<file path="src/rtl/bin_to_bcd_seq.sv">
// Sequential signed binary to BCD converter (shift-add-3, one bit per clock).
// Emits per-digit codes for 7-segment decoders: 0-9 digits, A minus, F blank.
module bin_to_bcd_seq #(
  parameter int IN_W   = 16,
  parameter int DIGITS = 5
) (
  input  logic                  clk,
  input  logic                  rst,
  input  logic                  start,
  input  logic [IN_W-1:0]       value,
  input  logic                  lz_blank,
  output logic                  busy,
  output logic                  done,
  output logic [4*DIGITS-1:0]   bcd,
  output logic [3:0]            sign
);

  localparam int BW = 4 * DIGITS;
  localparam int CW = $clog2(IN_W + 1);

  typedef enum logic [1:0] {
    IDLE,
    CONV,
    FINISH
  } state_t;

  state_t          st;
  logic            neg;
  logic            lz;
  logic [IN_W-1:0] mag;
  logic [BW-1:0]   acc;
  logic [CW-1:0]   cnt;

  logic [BW-1:0]   adj;
  logic [BW-1:0]   blk;
  logic            lead;

  always_comb begin
    adj = acc;
    for (int d = 0; d < DIGITS; d++) begin
      if (acc[4*d +: 4] >= 4'd5)
        adj[4*d +: 4] = acc[4*d +: 4] + 4'd3;
    end
  end

  // Blank zeros from the top down; the ones digit always shows.
  always_comb begin
    blk  = acc;
    lead = lz;
    for (int d = DIGITS - 1; d >= 1; d--) begin
      if (lead && (acc[4*d +: 4] == 4'd0))
        blk[4*d +: 4] = 4'hF;
      else
        lead = 1'b0;
    end
  end

  always_ff @(posedge clk or posedge rst) begin
    if (rst) begin
      st   <= IDLE;
      neg  <= 1'b0;
      lz   <= 1'b0;
      mag  <= '0;
      acc  <= '0;
      cnt  <= '0;
      busy <= 1'b0;
      done <= 1'b0;
      bcd  <= '1;
      sign <= 4'hF;
    end else begin
      done <= 1'b0;
      unique case (st)
        IDLE: begin
          if (start) begin
            neg  <= value[IN_W-1];
            mag  <= value[IN_W-1] ? (~value + 1'b1) : value;
            lz   <= lz_blank;
            acc  <= '0;
            cnt  <= CW'(IN_W);
            busy <= 1'b1;
            st   <= CONV;
          end
        end
        CONV: begin
          {acc, mag} <= {adj[BW-2:0], mag, 1'b0};
          cnt        <= cnt - 1'b1;
          if (cnt == CW'(1))
            st <= FINISH;
        end
        FINISH: begin
          bcd  <= blk;
          sign <= neg ? 4'hA : 4'hF;
          done <= 1'b1;
          busy <= 1'b0;
          st   <= IDLE;
        end
        default: st <= IDLE;
      endcase
    end
  end

endmodule

</file>
<file path="config.mk">
export PLATFORM = sky130hd
export DESIGN_NAME = bin_to_bcd_seq
export DESIGN_NICKNAME = d
export VERILOG_FILES = /design/src/rtl/bin_to_bcd_seq.sv
export SDC_FILE = /design/constraint.sdc
export NUM_CORES = 1
export LEC_CHECK = 0
export CORE_ASPECT_RATIO = 0.9
export CORE_UTILIZATION = 45
export DETAILED_ROUTE_END_ITERATION = 12
export HOLD_SLACK_MARGIN = 0.08
export PLACE_DENSITY = 0.78
export SYNTH_ARGS = -nofsm -noshare
export SYNTH_HDL_FRONTEND = slang
export SYNTH_SLANG_ARGS = --single-unit
</file>
<file path="constraint.sdc">
create_clock -name clk -period 4.84 [get_ports clk]
set_input_delay 0.726 -clock clk [delete_from_list [all_inputs] [get_ports clk]]
set_output_delay 0.726 -clock clk [all_outputs]
set_load 0.05 [all_outputs]
</file>
# Word-level counts from Yosys, hierarchy flattened
# Index checks and enable logic that the tools add are counted.
# W data, S select, Z words.
[word_totals]
output_inout_bits = 26
elab_cells = 69
romBits = 0
memories = 0
latchBits = 0
mem_bits_rw = 0
ff_bits = 71
inputBits = 20
[op_classes]
shift = 0
bitwise = 1
order_cmp = 5
n_eq_ne = 5
addsub = 7
multipliers = 0
div_mod_pow = 0
mux = 26
n_reduce_logical = 15
[op_table]
columns = ["operator", "n"]
rows = [
  ["$pmux W20 S2", 1],
  ["$mux W16", 2],
  ["$mux W4", 8],
  ["$pmux W16 S2", 1],
  ["$ge A4 B3 Y1 const B", 5],
  ["$mux W20", 1],
  ["$add A16 B1 Y16 const B", 1],
  ["$add A4 B2 Y4 const B", 4],
  ["$logic_not A4 Y1", 4],
  ["$not A16 Y16", 1],
  ["$pmux W5 S2", 1],
  ["$reduce_and A2 Y1", 4],
  ["$mux W3", 2],
  ["$eq A5 B1 Y1 const B", 1],
  ["$mux W1", 5],
  ["$mux W5", 1],
  ["$sub A5 B1 Y5 const B", 1],
  ["$logic_and A1 B1 Y1", 4],
  ["$mux W2", 2],
  ["$ne A2 B2 Y1 const B", 2],
  ["$pmux W2 S2", 1],
  ["$reduce_bool A2 Y1", 2],
  ["$add A3 B2 Y3 const B", 1],
  ["$eq A2 B1 Y1 const B", 1],
  ["other kinds (3)", 3],
]

# Longest topological paths before layout
# Gate-level depths: netlist of the first run.
[depth]
depth_word = 9
mapped_depth = 7
ltp_nobuf = 7

# Worst setup path after synthesis of the first run
# OpenSTA, ideal clock, no wires.
[synth_timing]
kind = "in2reg"
start = "input value[10]"
end = "register mag[14]"
stages = 5
setup_slack_ns = 2.664
n_path_buf = 0
setup_time_ns = 0.135
t_required_ns = 4.705
t_arrival_ns = 2.041
cell_sequence = "or4_4 or4_4 o21ai_2 xor2_1 o21ai_0"
[synth_between]
elab_chain_cells = 5
[synth_rtl]
columns = ["item", "line_no", "text"]
rows = [
  ["start: declaration", "10", "input logic [IN_W-1:0] value,"],
  ["$not A16 Y16", "76", "mag <= value[IN_W-1] ? (~value + 1'b1) : value;"],
  ["$add A16 B1 Y16", "76", ""],
  ["$mux W16", "76", ""],
  ["$mux W16", "74", "if (start) begin"],
  ["$pmux W16 S2", "72", "unique case (st)"],
  ["end signal: assignment", "76", ""],
  ["end signal: assignment", "85", "{acc, mag} <= {adj[BW-2:0], mag, 1'b0};"],
  ["end: declaration", "30", "logic [IN_W-1:0] mag;"],
]
# No other way between the ends. The select of a mux whose other input is x is not followed.
# A chain may end at the register's enable or synchronous reset.

# Worst setup path after layout of the first run
[layout_timing]
start = "register bcd[7]"
end = "output bcd[7]"
[layout_rtl]
columns = ["item", "line_no", "text"]
rows = [
  ["start: declaration", "14", "output logic [4*DIGITS-1:0] bcd,"],
  ["start signal: assignment", "91", "bcd <= blk;"],
]
# No word-level cell between the ends.

==> results.tsv, run 1 <==
stage	metric	value	unit
min_path	min_from	neg	
route	wl	7.11	mm
timing	hold_viol_final	0	
clock_network	cts.clk_slew.worst_paths	0.08	ns
min_path	holdPathStages	1	
worst_setup_path	crit_fanout	2	
floorplanning	ios	46	
finish	fin_nets	429	
synth	synth_area_leaders	dfrtp_1 (34%), dfstp_2 (16%), ha_1 (6.1%), o21ai_0 (6.1%), nand2_1 (3.4%)	
route	vias	2720	
clock_network	cts_buffers	9	
worst_setup_path	cp_slowest_cell	clkdlybuf4s50_1	
placement	dp.cells	474	
timing	maxSlewHeadroom	51.4	%
worst_setup_path	r2r_slack	2.67	ns
route	vias_per_cell	5.55	
worst_setup_path	reg2reg_from	acc[16]	
synth	synthAdderAreaFrac	6.13	%
clock_network	clock_latency	0.34	ns
synth	synth_top_family_by_area	compound AO/OA/AOI/OAI gates	
worst_setup_path	crit_chain	clkdlybuf4s50_1	
global_route	first_global_vias	2671	
synth	synth_warnings	0	
synth	syn_inst	353	
placement	finalWeightedCongestion	0.787	
finish	finish.utilization	58.1	%
synth	ys.flop_type	dfrtp_1	
placement	dpl.hpwl	5.00	mm
route	route.detailed.drc	0	
finish	drive_gt1_share	13.4	%
route	dr.first_iter.drc_count	192	
finish	fin_cells	490	
power_and_ir_drop	ir_drop	0.342	mV
floorplanning	dieArea	8070	sq um
power_and_ir_drop	p_per_area	708	nW/um^2
synth	async_reset_ff_share	100	%
timing	rsz0062_at_grt	no	
worst_setup_path	reg2reg_to	bcd[7]	
timing	period_minus_slack	2.42	ns
synth	synth_xor_area_share	4.79	%
timing	drv_slew	0	
min_path	worstHoldEndpoint	sign[0]	
synth	synth_edf_count	0	
global_route	grt_pass1_wl	12.3	mm
global_route	grt-ovfl-total	0	
timing	period_share	50.0	%
power_and_ir_drop	leakage	0.00175	uW
synth	synth_mux_area_share	0.288	%
run_status	outcome	complete, no violations	
floorplanning	die_y	85.3	um
synth	synth.avg_cell_area	9.83	sq um
placement	portBuffers	43	
finish	nFillCells	634	
clock_network	cts_tree	built	
worst_setup_path	arrival	1.69	ns
synth	synth-simple-area-share	14.6	%
flow_run	maxCapViolations	0	
floorplanning	coreArea	7260	sq um
clock_network	clockBufferDepth	2	
global_route	antenna_found_initial	0	
clock_network	cts-htree-levels	3	
synth	ys_types	38	
floorplanning	die_w	94.6	um
finish	diodes	0	
synth	synth_area	3470	sq um
global_route	grt_max_degree	39	
worst_setup_path	startpoint_type	register	
worst_setup_path	worstPathRequired	4.11	ns
clock_network	cts_setup_buffers	0	
finish	syn_to_final_growth	21.4	%
worst_setup_path	cp_top_family	buffers and inverters	
worst_setup_path	slowest_delay	0.81	ns
clock_network	cts_hold_buf	0	
route	drtPass1Iterations	4	
clock_network	cts_sinks	68	
floorplanning	rows	29	
synth	yosysTopAreaCell	dfrtp_1	
timing	tns	0	ns
clock_network	clockRootBuffer	clkbuf_8	
synth	yosysMostFrequentCell	dfrtp_1	
worst_setup_path	cp_num_buf_inv	1	
route	antenna_left	0	
timing	setup_viol	0	
clock_network	ctsResizeCount	0	
timing	worst_slew_pin_slew	0.728	ns
floorplanning	initial_core_util	47.8	%
synth	synth_common_cells	dfrtp_1 (47), o21ai_0 (42), nand2_1 (31)	
synth	yosysSeqAreaShare	49.8	%
worst_setup_path	reg2reg_depth	7	
route	wl_per_cell	14.5	um
worst_setup_path	crit_type	register to output pin	
synth	yosysTopAreaCellShare	33.9	%
synth	synth_compound_area_share	19.8	%
min_path	hp-class	register to register	
worst_setup_path	end_kind	output pin	
timing	clock_skew	0.0105	ns
global_route	track_usage	19.9	%
synth	ys_seq_elements	68	
timing	max_freq	414	MHz
flip-flops by register name (all words and copies together) (netlist names):
name	count
mag	16
cnt	5
acc	20
st	2
neg	1
lz	1
done	1
bcd	20
busy	1
sign	1
placed cells by master, fill, tap and decap left out, drive strengths merged, types with 10 or more instances in the layout:
cell type / Yosys / layout
dfrtp: 47 / 47
o21ai: 44 / 44
clkdlybuf4s50: 0 / 43
nand2: 31 / 31
nor2: 23 / 23
nand3: 21 / 21
dfstp: 21 / 21
a21oi: 20 / 20
ha: 17 / 17
inv: 17 / 17
o22a: 12 / 12
xor2: 11 / 11
a22oi: 11 / 11
o31ai: 10 / 10
clkbuf: 17 / 10
how the worst max path moves through the flow:
stage | slack (ns) | to | startpoint | cells past startpoint
after detailed placement | 2.09 | mag[14] | value[8] | 6
after global routing | 2.33 | mag[11] | start | 6
final | 2.42 | bcd[7] | bcd[7] | 1
after global placement | 2.12 | mag[14] | value[8] | 6
after floorplan | 2.44 | acc[0] | rst | 1
after CTS | 2.40 | bcd[7] | bcd[7] | 1
cell type report:
type / count / area, sq um / area share [%]
clock buffers: 10 / 138 / 3.27
clock inverters: 6 / 111 / 2.64
inverters: 18 / 67.6 / 1.60
multi-input cells: 248 / 1590 / 37.8
flip-flops and latches: 68 / 1730 / 41.0
well taps: 93 / 116 / 2.76
repair buffers: 47 / 460 / 10.9
cells by family (layout without fill, tap and decap cells):
group,count (synthesis),in the layout
compound gates,107,107
simple gates,102,102
flops,68,68
buf+inv,38,81
xor+xnor,19,19
fa+ha+maj,17,17
other cells,1,2
mux,1,1
per-layer routing:
layer,GRT usage (%),vias up,part of all wire [%]
met3,4.66,9,3.4
met5,0,-,0
met1,25.7,1338,47
met4,7.16,0,1.4
met2,32.7,52,48
li1,-,1321,-
stage by stage:
stage	hold slack, ns	setup WS (ns)	area, sq um	total power, uW
2_1_floorplan	0.405	2.44	3470	2040
3_3_place_gp	0.426	2.12	3970	2360
3_5_place_dp	0.442	2.09	3970	2420
4_1_cts	0.453	2.40	4210	3000
5_1_grt	0.485	2.33	4210	3190
6_report	0.456	2.42	4210	2990
power by group:
| part | leakage [uW] | switching, uW | internal (uW) | total (uW) |
|---|---|---|---|---|
| clock network | 0.000122 | 216 | 356 | 572 |
| logic | 0.000815 | 823 | 514 | 1340 |
| registers | 0.000813 | 201 | 875 | 1080 |
| total | 0.00175 | 1240 | 1750 | 2990 |
Power figures use the tool's default switching activity.
==> inputs of run 2 (changes only) <==
clock period = 2.26 ns   (was 4.84 ns; I/O delays follow)
==> results.tsv, run 2 (same netlist as run 1, synthesis figures left out) <==
stage	metric	value	unit	change
placement	postPlaceCellArea	4070	sq um	+2.6%
floorplanning	die_y	85.3	um	unchanged
finish	fin_cells	503		+2.7%
clock_network	cts_tree	built		
timing	setup_viol	0		unchanged
finish	final_cell_mix	dfrtp_1 (47), clkdlybuf4s50_1 (43), o21ai_0 (42)		
floorplanning	ios	46		unchanged
timing	worst_slew_pin_slew	0.577	ns	-0.151 ns
power_and_ir_drop	ir_drop	0.912	mV	+170%
route	antenna_left	0		unchanged
timing	max_freq	476	MHz	
floorplanning	coreArea	7260	sq um	unchanged
timing	clock_skew	0.0126	ns	+0.00213 ns
route	vias	2773		+1.9%
worst_setup_path	arrival	2.40	ns	+0.71 ns
clock_network	cts_buffers	9		unchanged
route	wl_met2	3.46	mm	+1.4%
route	wl_met1	3.27	mm	-2.6%
placement	dp.cells	486		+2.5%
worst_setup_path	crit_type	register to register		
power_and_ir_drop	p_per_area	1500	nW/um^2	+110%
finish	nFillCells	590		-6.9%
timing	maxSlewHeadroom	61.4	%	+10 points
floorplanning	dieArea	8070	sq um	unchanged
worst_setup_path	startpoint_type	register		
global_route	grt-ovfl-total	0		unchanged
clock_network	cts_sinks	68		unchanged
timing	period_minus_slack	2.10	ns	
route	highest_layer	met4		
finish	top_regs	acc (20), bcd (20), mag (16)		
finish	syn_to_final_growth	24.8	%	
worst_setup_path	worstPathRequired	2.56	ns	-1.55 ns
run_status	outcome	complete, no violations		
worst_setup_path	end_kind	register		
timing	hold_viol_final	0		unchanged
global_route	grt_max_degree	69		+77%
clock_network	cts.clk_slew.worst_paths	0.08	ns	about the same
clock_network	clockBufferDepth	2		unchanged
min_path	hp-class	input port to async pin		
route	wl	7.22	mm	+1.5%
route	wl_met3	390	um	+59%
finish	layout.cell_area.non_filler	4330	sq um	+2.8%
worst_setup_path	crit_fanout	4		+2
route	route.detailed.drc	0		unchanged
clock_network	clock_latency	0.36	ns	+0.02 ns
global_route	first_global_vias	2643		-1.0%
timing	period_share	92.9	%	
floorplanning	initial_core_util	47.8	%	unchanged
timing	drv_slew	0		unchanged
timing	rsz0062_at_grt	no		
placement	finalWeightedCongestion	0.828		+5.3%
global_route	antenna_found_initial	0		unchanged
route	drtPass1Iterations	4		unchanged
finish	diodes	0		unchanged
floorplanning	rows	29		unchanged
route	vias_per_cell	5.51		-0.69%
route	wl_per_cell	14.4	um	-1.1%
global_route	grt_pass1_wl	12.4	mm	+0.11%
placement	dpl.hpwl	4.99	mm	-0.29%
clock_network	clockRootBuffer	clkbuf_8		
clock_network	cts-htree-levels	3		unchanged
power_and_ir_drop	leakage	0.00182	uW	+4.0%
placement	portBuffers	43		unchanged
global_route	track_usage	19.8	%	-0.076 points
route	dr.first_iter.drc_count	110		-43%
floorplanning	die_w	94.6	um	unchanged
finish	fin_nets	442		+3.0%
finish	drive_gt1_share	16.1	%	+2.7 points
finish	mostFrequentLayoutCell	dfrtp_1		
flow_run	maxCapViolations	0		unchanged
-- run 2: cell types whose count changed in the layout (fill, tap and decap cells not counted), sizes merged --
cell	delta
buf	+13
-- run 2: where the power goes --
| part | switching, uW | internal (uW) | total [uW] |
|---|---|---|---|
| clock network | 491 | 763 | 1250 |
| registers | 425 | 1870 | 2300 |
| logic | 1770 | 1160 | 2930 |
-- run 2: cell type report --
type	instances	area, sq um	area share (%)
clock buffers	10	138	3.18
clock inverters	6	111	2.57
inverters	18	67.6	1.56
multi-input cells	248	1600	36.9
flip-flops and latches	68	1730	39.9
well taps	93	116	2.69
repair buffers	60	571	13.2
-- run 2: metrics by stage --
stage          worst slack (ns)  total power (uW)  util [%]  TNS (ns)  hold WS [ns]
3_5_place_dp           -0.00727              5230      56.1  -0.00727         0.455
5_1_grt                  0.0186              6920      59.7         0         0.399
3_3_place_gp             0.0296              5120      56.1         0         0.420
4_1_cts                  0.0762              6510      59.5         0         0.379
6_report                  0.161              6480      59.7         0         0.350
2_1_floorplan             0.244              4380         -         0         0.405
-- run 2: path summary, 6_finish.rpt --
check                      cells after the start    start  endpoint  slack (ns)
setup / recovery                               7  acc[16]    bcd[5]        0.16
hold / removal                                 3      rst    acc[5]        0.35
setup reg to reg                               7  acc[16]    bcd[5]        0.16
hold reg to reg                                1      neg   sign[0]        0.46
max in group asynchronous                      3      rst    bcd[4]        1.56
min in group clk                               1      neg   sign[0]        0.46
-- run 2: critical path: stages (launching register included) --
cell      delay, ns
dfrtp_1        0.42
inv_1          0.12
ha_1           0.16
and4bb_2       0.28
nand3_1        0.12
or4b_4         0.55
o21ai_4        0.19
o22a_2         0.18
-- run 2: what timing repair did --
| action | 4_1_cts | 5_1_grt |
|---|---|---|
| gates resized for setup | 0 | 1 |
| hold buffers | 0 | 0 |
| setup endpoints to repair | 0 | 4 |
| buffers inserted | 0 | 1 |
-- run 2: per-layer routing --
metal	vias to the layer above	track usage (%)
li1	1352	-
met1	1343	27.0
met2	67	30.8
met3	11	4.93
met4	0	7.02
met5	-	0
